===== src/rtl/wb_arbiter.sv =====
`default_nettype none
// ============================================================================
//  Module   : wb_arbiter
//  Purpose  : Write-back arbiter for the single integer register-file write
//             port. The in-order ALU/CSR/BJP path competes with two
//             long-latency producers (LSU load return, mul/div), each of
//             which owns a one-entry holding buffer. A fixed-priority
//             arbiter (mem > muldiv > ALU) with a starvation guard for the
//             ALU picks one writer per cycle; the winner is written through
//             a registered port. A pending-register mask lets decode stall
//             on hazards against results that are buffered but unwritten.
//  Revision : 1.0  initial release
// ----------------------------------------------------------------------------
//  Ports
//    clk, rst_n                 core clock, async active-low reset
//    alu_valid_i/waddr_i/wdata_i   ALU-path result (no buffer, held upstream)
//    alu_ready_o                ALU result consumed this cycle (= grant)
//    mem_valid_i/waddr_i/wdata_i   load return into the mem holding buffer
//    mem_ready_o                mem buffer can accept this cycle
//    muldiv_valid_i/waddr_i/wdata_i mul/div result into the md holding buffer
//    muldiv_ready_o             md buffer can accept this cycle
//    reg_we_o/waddr_o/wdata_o   registered regfile write port
//    pend_mask_o                one-hot OR of buffered destinations (no x0)
//    busy_o                     at least one holding buffer is full
// ============================================================================
module wb_arbiter #(
  parameter int STARVE_MAX = 4   // denied ALU cycles before a forced grant, 1..15
) (
  input  logic        clk,
  input  logic        rst_n,

  input  logic        alu_valid_i,
  input  logic [4:0]  alu_waddr_i,
  input  logic [31:0] alu_wdata_i,
  output logic        alu_ready_o,

  input  logic        mem_valid_i,
  input  logic [4:0]  mem_waddr_i,
  input  logic [31:0] mem_wdata_i,
  output logic        mem_ready_o,

  input  logic        muldiv_valid_i,
  input  logic [4:0]  muldiv_waddr_i,
  input  logic [31:0] muldiv_wdata_i,
  output logic        muldiv_ready_o,

  output logic        reg_we_o,
  output logic [4:0]  reg_waddr_o,
  output logic [31:0] reg_wdata_o,

  output logic [31:0] pend_mask_o,
  output logic        busy_o
);

  localparam logic [3:0] c_starve_max = 4'(STARVE_MAX);

  // --------------------------------------------------------------------------
  // State
  // --------------------------------------------------------------------------
  logic        r_mem_full;
  logic [4:0]  r_mem_waddr;
  logic [31:0] r_mem_wdata;

  logic        r_md_full;
  logic [4:0]  r_md_waddr;
  logic [31:0] r_md_wdata;

  logic [3:0]  r_starve_cnt;

  logic        r_reg_we;
  logic [4:0]  r_reg_waddr;
  logic [31:0] r_reg_wdata;

  // --------------------------------------------------------------------------
  // Combinational arbitration
  // --------------------------------------------------------------------------
  logic        w_force_alu;
  logic        w_grant_mem;
  logic        w_grant_md;
  logic        w_grant_alu;
  logic        w_any_grant;
  logic [4:0]  w_win_waddr;
  logic [31:0] w_win_wdata;
  logic        w_mem_ready;
  logic        w_md_ready;
  logic [3:0]  w_starve_nxt;
  logic [31:0] w_pend_mask;

  // Once the ALU has been denied STARVE_MAX times in a row it takes the port
  // regardless of buffered results. Grants look only at buffer state and the
  // ALU request, never at mem/muldiv valid, so ready cannot loop back.
  assign w_force_alu = alu_valid_i && (r_starve_cnt == c_starve_max);

  always_comb begin
    w_grant_mem = 1'b0;
    w_grant_md  = 1'b0;
    w_grant_alu = 1'b0;
    if (w_force_alu) begin
      w_grant_alu = 1'b1;
    end else if (r_mem_full) begin
      w_grant_mem = 1'b1;
    end else if (r_md_full) begin
      w_grant_md = 1'b1;
    end else if (alu_valid_i) begin
      w_grant_alu = 1'b1;
    end
  end

  assign w_any_grant = w_grant_mem | w_grant_md | w_grant_alu;

  // Winner's write fields; only meaningful when w_any_grant is set.
  always_comb begin
    w_win_waddr = 5'd0;
    w_win_wdata = 32'd0;
    if (w_grant_mem) begin
      w_win_waddr = r_mem_waddr;
      w_win_wdata = r_mem_wdata;
    end else if (w_grant_md) begin
      w_win_waddr = r_md_waddr;
      w_win_wdata = r_md_wdata;
    end else if (w_grant_alu) begin
      w_win_waddr = alu_waddr_i;
      w_win_wdata = alu_wdata_i;
    end
  end

  // A buffer being drained this cycle can be refilled on the same edge, so a
  // winning source keeps a throughput of one result per cycle.
  assign w_mem_ready = ~r_mem_full | w_grant_mem;
  assign w_md_ready  = ~r_md_full  | w_grant_md;

  // Counter only runs while an ALU request is actually waiting; it clears as
  // soon as the ALU wins or withdraws.
  always_comb begin
    w_starve_nxt = 4'd0;
    if (alu_valid_i && !w_grant_alu) begin
      if (r_starve_cnt == c_starve_max) begin
        w_starve_nxt = r_starve_cnt;
      end else begin
        w_starve_nxt = r_starve_cnt + 4'd1;
      end
    end
  end

  // x0 is never a real hazard, so its bit is cleared after the OR.
  always_comb begin
    w_pend_mask = 32'd0;
    if (r_mem_full) begin
      w_pend_mask[r_mem_waddr] = 1'b1;
    end
    if (r_md_full) begin
      w_pend_mask[r_md_waddr] = 1'b1;
    end
    w_pend_mask[0] = 1'b0;
  end

  // --------------------------------------------------------------------------
  // Holding buffers
  // --------------------------------------------------------------------------
  always_ff @(posedge clk or negedge rst_n) begin
    if (!rst_n) begin
      r_mem_full  <= 1'b0;
      r_mem_waddr <= 5'd0;
      r_mem_wdata <= 32'd0;
    end else if (mem_valid_i && w_mem_ready) begin
      r_mem_full  <= 1'b1;
      r_mem_waddr <= mem_waddr_i;
      r_mem_wdata <= mem_wdata_i;
    end else if (w_grant_mem) begin
      r_mem_full  <= 1'b0;
    end
  end

  always_ff @(posedge clk or negedge rst_n) begin
    if (!rst_n) begin
      r_md_full  <= 1'b0;
      r_md_waddr <= 5'd0;
      r_md_wdata <= 32'd0;
    end else if (muldiv_valid_i && w_md_ready) begin
      r_md_full  <= 1'b1;
      r_md_waddr <= muldiv_waddr_i;
      r_md_wdata <= muldiv_wdata_i;
    end else if (w_grant_md) begin
      r_md_full  <= 1'b0;
    end
  end

  // --------------------------------------------------------------------------
  // Starvation counter
  // --------------------------------------------------------------------------
  always_ff @(posedge clk or negedge rst_n) begin
    if (!rst_n) begin
      r_starve_cnt <= 4'd0;
    end else begin
      r_starve_cnt <= w_starve_nxt;
    end
  end

  // --------------------------------------------------------------------------
  // Registered write port. A granted x0 result still updates the address and
  // data fields but never raises the write enable. Without a grant the fields
  // hold so the port does not toggle needlessly.
  // --------------------------------------------------------------------------
  always_ff @(posedge clk or negedge rst_n) begin
    if (!rst_n) begin
      r_reg_we    <= 1'b0;
      r_reg_waddr <= 5'd0;
      r_reg_wdata <= 32'd0;
    end else if (w_any_grant) begin
      r_reg_we    <= (w_win_waddr != 5'd0);
      r_reg_waddr <= w_win_waddr;
      r_reg_wdata <= w_win_wdata;
    end else begin
      r_reg_we    <= 1'b0;
    end
  end

  // --------------------------------------------------------------------------
  // Outputs
  // --------------------------------------------------------------------------
  assign alu_ready_o    = w_grant_alu;
  assign mem_ready_o    = w_mem_ready;
  assign muldiv_ready_o = w_md_ready;
  assign reg_we_o       = r_reg_we;
  assign reg_waddr_o    = r_reg_waddr;
  assign reg_wdata_o    = r_reg_wdata;
  assign pend_mask_o    = w_pend_mask;
  assign busy_o         = r_mem_full | r_md_full;

endmodule
`default_nettype wire


===== config.mk =====
export PLATFORM = sky130hd
export DESIGN_NAME = wb_arbiter
export DESIGN_NICKNAME = d
export VERILOG_FILES = /design/src/rtl/wb_arbiter.sv
export SDC_FILE = /design/constraint.sdc
export NUM_CORES = 1
export LEC_CHECK = 0
export ABC_CLOCK_PERIOD_IN_PS = 1700
export BUFFER_PORTS_ARGS = -buffer_cell sky130_fd_sc_hd__buf_2
export CAP_MARGIN = 20
export CORE_MARGIN = 2
export CORE_UTILIZATION = 45
export DETAILED_ROUTE_END_ITERATION = 10
export PLACE_DENSITY = 0.81
export SETUP_SLACK_MARGIN = 0.5
export SKIP_LAST_GASP = 1
export SLEW_MARGIN = 20
export SYNTH_ARGS = -nofsm -noshare
export SYNTH_HDL_FRONTEND = slang
export SYNTH_SLANG_ARGS = --single-unit

===== constraint.sdc =====
create_clock -name clk -period 1.7 [get_ports clk]
set_input_delay 0.34 -clock clk [delete_from_list [all_inputs] [get_ports clk]]
set_output_delay 0.34 -clock clk [all_outputs]
set_load 0.01 [all_outputs]

==> out/results.ini <==
[status]
status=finished, violations left
violations=setup timing

[synthesis]
synth_cells=447
syn_avg_cell_area_sq_um=12.2
synth_fp_nets=565
ys_seq_area_share_pct=54.0
syn-cell-area_sq_um=5470
yosysWarningCount=0
async_reset_ff_share_pct=100
ys_ff_latch=118
synth_edf_count=0
synth_ff_type=dfrtp_1
synth_cell_types=39

[power_and_ir_drop]
switching_power_w=0.00296
clkPwrFrac_pct=35.6
p_leak_nw=4.49
ir_drop_v=0.000812
swShare_pct=29.8
seqPwrFrac_pct=35.6
power_density_nw_per_um2=1020
intPower_w=0.00697
p_comb_share_pct=28.7

[die]
io_pins=190
rows=40
fp.dieW_microns=114
die-area_sq_um=13100
fp.dieH_microns=114
coreArea_sq_um=12000
initial_core_util_pct=45.7

[worst_setup_path]
worst-path-max-fanout=4
arrival_ns=1.72
end_kind=output port
startpoint_type=register
crit_chain=inv_1 -> ha_2 -> and4b_4 -> nand2_4 -> buf_6 -> buf_6
cp_common_cell=buf_6
cp.required_ns=1.36
path_class=register to output port
path_delay_family=simple AND/OR/NAND/NOR gates
crit_slowest_cell=dfrtp_1
crit_path_max_incr_delay_ns=0.39
worst-path-buf-inv=3

[global_route]
grt-ovfl-total=0
antenna_found_initial=1
grt_pass1_vias=5390
grt_pass1_wl_microns=28700
grt_max_degree=36
track_usage_pct=29.0

[cts]
clockBufferDepth=2
clkLatencyLatePin_ns=0.41
cts_tree=built
cts-buffers-inserted=17
h-tree-depth=4
cts-root-buf=clkbuf_16
clkTransAtPathRegs_ns=0.06
clock-sinks=118

[timing]
hold_ws_ns=0.151
max_freq_mhz=485
setup_viol=145
fin_setup_tns_ns=-32.51
min_period_ns=2.06
finalClockSkew_ns=0.0127
hold_viol=0
slew_violations=0
layout_setup_ws_ns=-0.361
rsz0062_at_grt=yes
fin_crit_sh_pct=121

[detailed_routing]
drt-pass1-iter-count=6
avgRoutedWirePerCell_microns=25.4
vias=5412
drc=0
drtIter0Drc=421
vias_per_cell=5.96
ant_nets=0
finalWirelength_microns=23100

[hold_path]
hold_class=input port to register

[final_layout]
layout-drive-gt1-share_pct=74.2
mostFrequentLayoutCells=169 x buf_2, 112 x dfrtp_1, 74 x mux2_4
syn2layout_area_growth_pct=78.1
layout_commonest_cell=buf_2
nets=865

[placed_design]
place_worst_setup_slack_ns=-0.145
numPortBuffers=188
dp_hpwl_microns=11600
place_congestion=0.860

[run]
max_cap_violations=0

[cells by family (layout without fill, tap and decap cells)]
group / after synthesis / count (layout) / share of synthesized area [%]
AO/OA/AOI/OAI: 145 / 145 / 16.8
other: 1 / 2 / 0.0686
multiplexers: 74 / 74 / 17.3
flip-flops: 118 / 118 / 54.0
adder cells (fa/ha/maj): 2 / 2 / 0.457
buffers and inverters: 42 / 355 / 4.62
AND/OR/NAND/NOR: 63 / 63 / 6.43
XOR/XNOR: 2 / 2 / 0.320
[sequential cells by signal, summed over array words and instances, names as in the netlist]
register      cells
reg_waddr_o       5
r_md_wdata       32
r_mem_waddr       5
r_mem_wdata      32
r_mem_full        1
r_md_waddr        5
reg_we_o          1
r_md_full         1
reg_wdata_o      32
r_starve_cnt      4
[Yosys cell counts, types with 2 or more instances]
library cell | count | share of area, %
a21oi_1 | 39 | 3.6
dfrtp_1 | 118 | 54
nand3_1 | 9 | 0.82
a21o_1 | 4 | 0.55
or3b_2 | 4 | 0.64
clkbuf_1 | 16 | 1.1
ha_1 | 2 | 0.46
buf_6 | 11 | 2.3
and2_1 | 2 | 0.23
buf_2 | 7 | 0.64
a22oi_1 | 34 | 4.7
nand3b_1 | 6 | 0.82
mux2_2 | 44 | 9.1
o21ai_0 | 4 | 0.37
or3_1 | 5 | 0.57
nand2b_1 | 2 | 0.23
nor2_1 | 12 | 0.82
o22ai_1 | 59 | 6.7
o2bb2ai_1 | 2 | 0.32
mux2_4 | 30 | 8.2
nand2_4 | 2 | 0.41
inv_1 | 5 | 0.34
nand2_1 | 14 | 0.96
[path summary, 6_finish.rpt]
kind,start,end,slack [ns],cells past startpoint
max,r_starve_cnt[1],mem_ready_o,-0.36,6
min,muldiv_wdata_i[19],r_md_wdata[19],0.15,2
max reg2reg,r_starve_cnt[1],reg_we_o,-0.30,10
min reg2reg,r_mem_wdata[2],r_mem_wdata[2],0.52,1
max in group asynchronous,rst_n,r_md_waddr[2],0.69,3
min in group asynchronous,rst_n,reg_wdata_o[9],0.43,2
[cell type report]
cell class / instances / area [sq um]
multi-input cells: 287 / 3360
flip-flops and latches: 118 / 2960
repair buffers: 317 / 2640
fillers: 563 / 2220
clock buffers: 23 / 468
well taps: 147 / 184
clock inverters: 9 / 101
inverters: 6 / 22.5
diodes: 1 / 2.50
[metrics by stage]
stage	instances	instance area, sq um	total power [W]	utilization, %
after floorplan	447	5990	0.00461	-
after global placement	789	7240	0.00522	60.5
after CTS	867	8700	0.00918	72.8
after detailed placement	789	7240	0.00529	60.5
after global routing	908	9740	0.0102	81.4
final	908	9740	0.00993	81.4
[repair_timing]
action | 4_1_cts | 5_1_grt
cloned | 10 | 5
pin swaps | 9 | 41
hold buffers | 1 | 0
endpoints found under the hold margin | 25 | 0
buffers inserted | 35 | 35
endpoints found under the setup margin | 191 | 191
gates resized for setup | 81 | 137
[layer usage]
metal	vias to the layer above	routed length [microns]	global-route usage, %
li1	2295	-	-
met1	2697	8330	33.1
met2	347	12100	51.4
met3	73	1700	7.41
met4	0	940	12.4
met5	-	0	0
[power groups by stage]
stage	combinational, W	clock, W	sequential, W
CTS	0.00225	0.00347	0.00346
global route	0.00298	0.00366	0.00357
global placement	0.00174	0	0.00348
floorplan	0.00112	0	0.00349
detailed placement	0.00180	0	0.00349
finish	0.00285	0.00354	0.00354
Note: power is estimated with default switching activity, not from simulation.
